### src/rtl/gain_ctrl_pkg.sv
// Shared widths, FSM encoding and the saturating absolute value used by the
// automatic gain controller of the DDC shift-and-truncate stage.
package gain_ctrl_pkg;

    localparam int DW        = 48;
    localparam int CW        = 16;
    localparam int LZW       = 6;
    localparam int MAX_SHIFT = 32;

    typedef enum logic [1:0] {
        IDLE    = 2'd0,
        COMPUTE = 2'd1,
        DECIDE  = 2'd2
    } state_t;

    // The most negative input has no positive twin, so it saturates to full scale.
    function automatic logic [DW-1:0] abs_sat(input logic [DW-1:0] x);
        if (!x[DW-1]) begin
            return x;
        end
        if (x == {1'b1, {(DW-1){1'b0}}}) begin
            return {1'b0, {(DW-1){1'b1}}};
        end
        return -x;
    endfunction

endpackage

### src/rtl/lzc48.sv
// Combinational leading-zero counter; an all-zero input reports DW.
module lzc48
    import gain_ctrl_pkg::*;
(
    input  logic [DW-1:0]  value,
    output logic [LZW-1:0] count
);

    // Ascending scan: the highest set bit is the last one to write the count.
    always_comb begin
        count = LZW'(DW);
        for (int i = 0; i < DW; i++) begin
            if (value[i]) begin
                count = LZW'(DW - 1 - i);
            end
        end
    end

endmodule

### src/rtl/gain_shift_ctrl.sv
// Windowed peak detector driving the shift amount of the 48->16 bit truncation
// stage: fast attack, slow held decay, plus a manual override.
module gain_shift_ctrl
    import gain_ctrl_pkg::*;
#(
    parameter int WIN_LOG2   = 10,
    parameter int MARGIN     = 1,
    parameter int HOLD       = 4,
    parameter int INIT_SHIFT = 0
) (
    input  logic          clk,
    input  logic          rst,
    input  logic          enable,
    input  logic          manual_mode,
    input  logic [5:0]    manual_shift,
    input  logic [DW-1:0] sample_in,
    input  logic          sample_valid,
    output logic [CW-1:0] scaled_coeff,
    output logic          coeff_update,
    output logic          clip_flag,
    output logic [DW-1:0] win_peak
);

    localparam int HW = $clog2(HOLD + 1);

    state_t              state_q;
    state_t              state_d;
    logic [WIN_LOG2-1:0] sample_cnt;
    logic [DW-1:0]       peak;
    logic [DW-1:0]       sample_abs;
    logic [DW-1:0]       peak_next;
    logic [LZW-1:0]      peak_lz;
    logic [LZW-1:0]      lz_q;
    logic [LZW-1:0]      tgt_q;
    logic [HW-1:0]       hold_cnt;
    logic [CW-1:0]       manual_coeff;
    logic                win_close;

    // Largest shift that still leaves MARGIN headroom bits plus the sign bit.
    function automatic logic [LZW-1:0] target_shift(input logic [LZW-1:0] lz);
        int t;
        t = int'(lz) - 1 - MARGIN;
        if (t < 0) begin
            t = 0;
        end
        if (t > MAX_SHIFT) begin
            t = MAX_SHIFT;
        end
        return LZW'(t);
    endfunction

    assign sample_abs   = abs_sat(sample_in);
    assign peak_next    = (sample_abs > peak) ? sample_abs : peak;
    assign win_close    = enable && sample_valid && (sample_cnt == '1);
    assign manual_coeff = (manual_shift > LZW'(MAX_SHIFT)) ? CW'(MAX_SHIFT) : CW'(manual_shift);

    lzc48 u_lzc (
        .value (win_peak),
        .count (peak_lz)
    );

    always_ff @(posedge clk or posedge rst) begin
        if (rst) begin
            state_q <= IDLE;
        end else begin
            state_q <= state_d;
        end
    end

    always_comb begin
        state_d = state_q;
        case (state_q)
            IDLE:    if (win_close) state_d = COMPUTE;
            COMPUTE: state_d = DECIDE;
            DECIDE:  state_d = IDLE;
            default: state_d = IDLE;
        endcase
        if (!enable) begin
            state_d = IDLE;
        end
    end

    // Manual mode is evaluated last so it overrides a DECIDE in the same cycle.
    always_ff @(posedge clk or posedge rst) begin
        if (rst) begin
            sample_cnt   <= '0;
            peak         <= '0;
            win_peak     <= '0;
            lz_q         <= '0;
            tgt_q        <= '0;
            hold_cnt     <= '0;
            scaled_coeff <= CW'(INIT_SHIFT);
            coeff_update <= 1'b0;
            clip_flag    <= 1'b0;
        end else begin
            coeff_update <= 1'b0;
            clip_flag    <= 1'b0;
            if (!enable) begin
                sample_cnt <= '0;
                peak       <= '0;
                hold_cnt   <= '0;
            end else begin
                if (sample_valid) begin
                    sample_cnt <= sample_cnt + WIN_LOG2'(1);
                    if (win_close) begin
                        win_peak <= peak_next;
                        peak     <= '0;
                    end else begin
                        peak <= peak_next;
                    end
                end
                if (state_q == COMPUTE) begin
                    lz_q  <= peak_lz;
                    tgt_q <= target_shift(peak_lz);
                end
                if (state_q == DECIDE) begin
                    clip_flag <= (int'(lz_q) - 1) < int'(scaled_coeff);
                    if (!manual_mode) begin
                        if (CW'(tgt_q) < scaled_coeff) begin
                            scaled_coeff <= CW'(tgt_q);
                            hold_cnt     <= '0;
                            coeff_update <= 1'b1;
                        end else if (CW'(tgt_q) > scaled_coeff) begin
                            if (hold_cnt == HW'(HOLD - 1)) begin
                                scaled_coeff <= scaled_coeff + CW'(1);
                                hold_cnt     <= '0;
                                coeff_update <= 1'b1;
                            end else begin
                                hold_cnt <= hold_cnt + HW'(1);
                            end
                        end else begin
                            hold_cnt <= '0;
                        end
                    end
                end
                if (manual_mode) begin
                    scaled_coeff <= manual_coeff;
                    coeff_update <= (manual_coeff != scaled_coeff);
                    hold_cnt     <= '0;
                end
            end
        end
    end

endmodule

### config.mk
export PLATFORM = sky130hd
export DESIGN_NAME = gain_shift_ctrl
export DESIGN_NICKNAME = d
export VERILOG_FILES = /design/src/rtl/gain_ctrl_pkg.sv /design/src/rtl/lzc48.sv /design/src/rtl/gain_shift_ctrl.sv
export SDC_FILE = /design/constraint.sdc
export NUM_CORES = 1
export LEC_CHECK = 0
export ABC_AREA = 0
export BUFFER_PORTS_ARGS = -buffer_cell sky130_fd_sc_hd__buf_2
export CAP_MARGIN = 25
export CORE_ASPECT_RATIO = 1.75
export CORE_UTILIZATION = 25
export DETAILED_ROUTE_END_ITERATION = 6
export SLEW_MARGIN = 20
export SYNTH_ARGS = -nofsm -noshare
export SYNTH_HDL_FRONTEND = slang
export SYNTH_SLANG_ARGS = --single-unit
### constraint.sdc
create_clock -name clk -period 6.5 [get_ports clk]
set_input_delay 0.325 -clock clk [delete_from_list [all_inputs] [get_ports clk]]
set_output_delay 0.325 -clock clk [all_outputs]
set_load 0.02 [all_outputs]
==> results of run 1 <==
-- through the flow --
step	utilization	hold WS, ps	setup slack, ps	power [mW]	cell area (um^2)
2_1_floorplan	-	418	1540	1.53	10200
3_3_place_gp	0.284	431	465	1.72	11400
3_5_place_dp	0.284	435	380	1.73	11400
4_1_cts	0.300	51.3	846	2.79	12100
5_1_grt	0.300	63.8	708	2.91	12100
6_report	0.300	-6.04	905	2.76	12100
-- state kept, by name (all words and copies together), names as in the netlist --
name	cells
scaled_coeff	16
lz_q	6
hold_cnt	3
state_q	2
win_peak	48
tgt_q	6
coeff_update	1
sample_cnt	10
peak	48
clip_flag	1
-- power by group through the flow --
| stage | combinational [mW] | sequential (mW) | clock, mW |
|---|---|---|---|
| 2_1_floorplan | 0.536 | 0.994 | 0 |
| 5_1_grt | 0.811 | 0.994 | 1.11 |
| 4_1_cts | 0.737 | 0.985 | 1.07 |
| 3_3_place_gp | 0.720 | 0.998 | 0 |
| 6_report | 0.728 | 0.987 | 1.05 |
| 3_5_place_dp | 0.731 | 1.00 | 0 |
-- kinds of logic (layout without fill, tap and decap cells) --
group                    after synthesis  after routing  share of synthesized area
AO/OA/AOI/OAI                        300            300                      0.204
XOR/XNOR                              56             56                     0.0481
adder cells (fa/ha/maj)               76             76                     0.0929
buffers and inverters                135            258                     0.0543
flip-flops                           141            141                      0.346
multiplexers                          67             67                     0.0668
other                                  0              4                          0
AND/OR/NAND/NOR                      353            353                      0.188
-- layout make-up --
class / count / area, um^2 / area share
Clock inverter: 13 / 180 / 0.0149
Clock buffer: 19 / 443 / 0.0367
Inverter: 88 / 335 / 0.0278
Tap cell: 544 / 681 / 0.0564
Sequential cell: 141 / 3530 / 0.293
Timing Repair Buffer: 138 / 736 / 0.0610
Antenna cell: 4 / 10.0 / 0.000830
Multi-Input combinational cell: 852 / 6150 / 0.510
-- layer usage --
| layer | vias up | share of wire |
|---|---|---|
| met2 | 188 | 0.55 |
| met3 | 51 | 0.024 |
| met4 | 0 | 0.037 |
| met5 | - | 0 |
| met1 | 4259 | 0.39 |
| li1 | 4333 | - |
-- cell usage in the layout (no fill, tap or decap), drive strengths merged, types with 6 or more instances in the layout --
cell    count
a211o       7
a211oi     16
a21o       18
a21oi      34
a22o       53
a31oi       7
and3        7
buf       138
clkbuf     19
dfrtp     141
ha         75
inv        92
mux2        9
mux2i      58
nand2     131
nand3      21
nand4      22
nor2       65
nor2b      13
nor3       24
nor4       26
o211ai      6
o21a       12
o21ai      91
o31ai      14
o41ai       8
or3        11
or4         9
xnor2      13
xor2       43
-- worst min-delay path by stage --
stage,end,from,slack [ps],cells after the start
2_1_floorplan,state_q[0]$_DFFE_PP0P_,state_q[1]$_DFFE_PP0P_,420,1
3_3_place_gp,state_q[0]$_DFFE_PP0P_,state_q[1]$_DFFE_PP0P_,430,1
3_5_place_dp,state_q[0]$_DFFE_PP0P_,state_q[1]$_DFFE_PP0P_,440,1
4_1_cts,win_peak[9]$_DFFE_PP0P_,rst,50,2
5_1_grt,win_peak[10]$_DFFE_PP0P_,rst,60,2
6_report,peak[10]$_DFFE_PP0P_,rst,-6,2
-- worst max-delay path, stage by stage --
cell and delay, ps:
buf_2 130, or4_4 580, nor4_2 330, nand4_2 350, or3_4 520, or2_2 540, buf_4 310, nand2_2 110
ha_1 150, nand4_1 140, nor4_1 640, a21oi_1 180, o221a_2 290, a211oi_4 330, buf_4 350, mux2_1 350
mux2_2 250
==> results.py, run 1 <==
metrics = {
    "outcome": {
        "status": "finished, violations left",
        "failed_checks": "hold timing",
    },
    "global_routing": {
        "grt_use_met3": 0.0188,
        "grtUsageMet2": 0.285,
        "antenna_found_initial": 4,
        "grt-ovfl-total": 0,
        "grt_max_degree": 97,
        "grt.met1_usage": 0.165,
        "grt_pass1_vias": 8827,
        "top_usage_layer": "met2",
        "grt_usage": 0.152,
        "grt_pass1_wl_um": 48700,
    },
    "cts": {
        "clkTransAtPathRegs_ps": 70,
        "cts_resized": 0,
        "cts-root-buf": "clkbuf_16",
        "cts_buffer_depth": 2,
        "htreeDepth": 4,
        "cts_tree": "yes",
        "clock_latency_ps": 450,
        "hold_buffers": 0,
        "cts_buffers": 17,
        "cts_sinks": 141,
        "postCtsSetupBuffers": 0,
    },
    "power_and_ir_drop": {
        "power.switching_uw": 885,
        "ir_drop_mv": 0.158,
        "p_per_area_nw_per_um2": 229,
        "internal_power_mw": 1.88,
        "pwr-share-clk": 0.379,
        "swShare": 0.321,
        "leakage_nw": 5.52,
        "combPwrFrac": 0.264,
        "p_seq_frac": 0.357,
    },
    "drt": {
        "wl_per_cell_um": 17.2,
        "wl_um": 31000,
        "vias": 8831,
        "drc_errors": 0,
        "drtIter0Drc": 465,
        "routed_via_density": 4.91,
        "firstDrtPassIters": 5,
        "antenna_left": 0,
    },
    "synthesis": {
        "syn_nets": 1262,
        "syn_avg_cell_area_um2": 9.05,
        "synth_ff_type": "dfrtp_1",
        "async_flop_share": 1.00,
        "yosysMostFrequentCell": "dfrtp_1",
        "netlist_instances": 1128,
        "synth_warnings": 0,
        "synthesis.area_um2": 10200,
        "synth_common_cells": "dfrtp_1 (141), nand2_1 (101), inv_1 (87)",
        "synth_cell_type_count": 79,
        "synth_top_area_frac": 0.346,
        "synth_top_area_cell": "dfrtp_1",
        "ys_ff_latch": 141,
        "yosysSeqAreaShare": 0.346,
        "synth-edff-count": 0,
        "synth.area.top_cells": "dfrtp_1 (35%), ha_1 (9.2%), mux2i_1 (5.7%), a22o_1 (4.5%), nand2_1 (3.7%)",
    },
    "timing": {
        "setup_viol": 0,
        "tightestPinTransition_ps": 926,
        "hold_viol": 7,
        "slew_headroom": 0.378,
        "period_minus_slack_ps": 5600,
        "fin_worst_skew_ps": 14.7,
        "setup_tns_ps": 0,
        "fin_crit_sh": 0.861,
        "fmax_mhz": 179,
        "slew_violations": 0,
        "rsz0062_at_grt": "no",
        "timing.hold.ws_ps": -6.04,
    },
    "worst_setup_path": {
        "endpoint_kind": "register",
        "critPathKind": "input pin to register",
        "cp.arrival_ps": 5920,
        "crit_path_start_kind": "input pin",
        "cp.required_ps": 6820,
        "worst_r2r_path_depth": 11,
        "timing.reg2reg.setup_slack_ps": 2760,
        "r2r_start": "win_peak[42]$_DFFE_PP0P_",
        "crit_start": "sample_in[2]",
        "r2r_end": "tgt_q[0]$_DFFE_PP0P_",
        "path_max_fanout": 17,
        "cp-endpoint": "win_peak[47]$_DFFE_PP0P_",
    },
    "placed_design": {
        "dp_hpwl_um": 24400,
        "gp_congestion": 0.885,
        "dpl.cell_count": 1763,
        "numPortBuffers": 124,
    },
    "cells_and_area": {
        "final_layout_size_suffix_gt1_frac": 0.193,
        "fin_nets": 1372,
        "finalNonFillerCells": 1799,
        "fillers": 4217,
        "areaGrowthSynthToFinish_pct": 18.2,
    },
    "floorplan": {
        "rows": 97,
        "initial_utilization": 0.254,
        "ios": 125,
        "core_um2": 40200,
        "dieArea_um2": 41700,
        "die_w_um": 155,
        "die_h_um": 269,
    },
    "hold_path": {
        "min_path_type": "input pin to async pin",
    },
    "job": {
        "maxCapViolations": 0,
    },
}
No activity file was read; power rests on OpenSTA's default activity.
==> run 2, diff against run 1 <==
--- a/config.mk
+++ b/config.mk
@@ -9,8 +9,10 @@
 export BUFFER_PORTS_ARGS = -buffer_cell sky130_fd_sc_hd__buf_2
 export CAP_MARGIN = 25
 export CORE_ASPECT_RATIO = 1.75
+export CORE_MARGIN = 3
 export CORE_UTILIZATION = 25
 export DETAILED_ROUTE_END_ITERATION = 6
+export REMOVE_ABC_BUFFERS = 1
 export SLEW_MARGIN = 20
 export SYNTH_ARGS = -nofsm -noshare
 export SYNTH_HDL_FRONTEND = slang
==> results.py, run 2 (synthesized netlist as in run 1, its figures left out) <==
metrics = {
    "outcome": {
        "status": "completed",
    },
    "timing": {
        "setup_viol": 0,
        "period_minus_slack_ps": 5430,
        "slew_headroom": 0.380,
        "fin_crit_sh": 0.835,
        "setup_slack_ps": 1070,
        "fin_worst_skew_ps": 9.81,
        "fmax_mhz": 184,
        "tightestPinTransition_ps": 930,
        "hold_viol": 0,
        "slew_violations": 0,
        "rsz0062_at_grt": "no",
        "setup_tns_ps": 0,
    },
    "power_and_ir_drop": {
        "pwr-share-clk": 0.345,
        "power.switching_uw": 874,
        "p_per_area_nw_per_um2": 221,
        "leakage_nw": 5.49,
        "internal_power_mw": 1.78,
        "swShare": 0.329,
        "ir_drop_mv": 0.157,
        "combPwrFrac": 0.283,
        "power_mw": 2.66,
        "p_seq_frac": 0.372,
    },
    "cells_and_area": {
        "top_regs": "peak x48, win_peak x48, scaled_coeff x16",
        "final_common_cell": "dfrtp_1",
        "seq_area_um2": 3530,
        "antennaDiodeCount": 0,
        "fillers": 4275,
        "areaGrowthSynthToFinish_pct": 17.6,
        "final_area_um2": 12000,
        "final_layout_size_suffix_gt1_frac": 0.191,
        "final_cell_mix": "dfrtp_1 (141), buf_2 (124), nand2_1 (101)",
        "multi_input_area_um2": 6150,
        "fin_nets": 1373,
    },
    "worst_setup_path": {
        "cp.required_ps": 6830,
        "critPathKind": "input pin to register",
        "crit_path_start_kind": "input pin",
        "path_max_fanout": 32,
        "cp.arrival_ps": 5750,
        "worst_r2r_path_depth": 11,
        "endpoint_kind": "register",
    },
    "drt": {
        "wl_per_cell_um": 17.7,
        "firstDrtPassIters": 5,
        "drc_errors": 0,
        "vias": 8892,
        "drtIter0Drc": 552,
        "wl_um": 31800,
        "routed_via_density": 4.95,
        "antenna_left": 0,
    },
    "global_routing": {
        "grt-ovfl-total": 0,
        "grt_pass1_wl_um": 50100,
        "grt_pass1_vias": 8864,
        "antenna_found_initial": 0,
        "grt_max_degree": 97,
        "grt_usage": 0.146,
    },
    "cts": {
        "cts_sinks": 141,
        "cts_buffer_depth": 2,
        "clock_latency_ps": 440,
        "hold_buffers": 0,
        "cts_buffers": 17,
        "clkTransAtPathRegs_ps": 60,
        "cts-root-buf": "clkbuf_16",
        "postCtsSetupBuffers": 0,
        "htreeDepth": 4,
        "cts_tree": "yes",
        "cts_resized": 0,
    },
    "placed_design": {
        "numPortBuffers": 124,
        "dp_hpwl_um": 24500,
        "pre_cts_slack_ps": 630,
        "place_area_um2": 11500,
        "gp_congestion": 0.899,
    },
    "floorplan": {
        "core_um2": 40200,
        "dieArea_um2": 43400,
        "ios": 125,
        "die_h_um": 273,
        "die_w_um": 159,
        "rows": 97,
        "initial_utilization": 0.254,
    },
    "job": {
        "maxCapViolations": 0,
    },
    "hold_path": {
        "min_path_type": "input pin to async pin",
    },
}
## run 2: worst paths after layout
kind,slack (ps),to,from
max,1070,win_peak[47]$_DFFE_PP0P_,sample_in[14]
min,2,win_peak[17]$_DFFE_PP0P_,rst
max reg2reg,2890,tgt_q[0]$_DFFE_PP0P_,win_peak[42]$_DFFE_PP0P_
min reg2reg,440,state_q[0]$_DFFE_PP0P_,state_q[1]$_DFFE_PP0P_
max in group asynchronous,5090,win_peak[39]$_DFFE_PP0P_,rst
min in group clk,220,scaled_coeff[0]$_DFFE_PP0P_,manual_shift[0]
## run 2: power groups by stage
| stage | sequential (mW) | clock (mW) | combinational (mW) |
|---|---|---|---|
| 2_1_floorplan | 0.995 | 0 | 0.568 |
| 3_3_place_gp | 0.999 | 0 | 0.746 |
| 3_5_place_dp | 1.00 | 0 | 0.756 |
| 4_1_cts | 0.986 | 0.941 | 0.760 |
| 5_1_grt | 0.995 | 0.976 | 0.831 |
| 6_report | 0.987 | 0.917 | 0.752 |
## run 2: worst max-delay path: stages
cell	delay, ps
buf_2	120
or4_1	620
nor4_4	350
nand4_1	200
buf_4	210
or3_1	470
o31a_1	330
nor3_2	130
a21oi_2	70
ha_1	300
a21o_1	160
a21o_1	170
a211o_1	280
a211oi_1	320
o22ai_1	270
a211oi_1	390
a211oi_4	160
buf_12	220
mux2_1	340
mux2_2	260
## run 2: area by class of cell
class	instances	area share
clock buffer	20	0.0364
clock inverter	11	0.00803
timing repair buffer	139	0.0642
tap	544	0.0567
sequential	141	0.294
inverter	88	0.0280
multi-input combinational	852	0.513
## run 2: layer usage
metal	vias up	wire length, um	track usage
met4	0	979	0.0586
met3	45	1160	0.0183
met2	194	16900	0.276
li1	4332	-	-
met1	4321	12700	0.165
met5	-	0	0
## run 2: per-stage QoR
step | instances | hold slack, ps | util
CTS | 1795 | 25.6 | 0.299
global route | 1795 | 43.4 | 0.299
finish | 1795 | 1.85 | 0.299
detailed placement | 1764 | 436 | 0.285
global placement | 1764 | 439 | 0.285
floorplan | 1081 | 418 | -
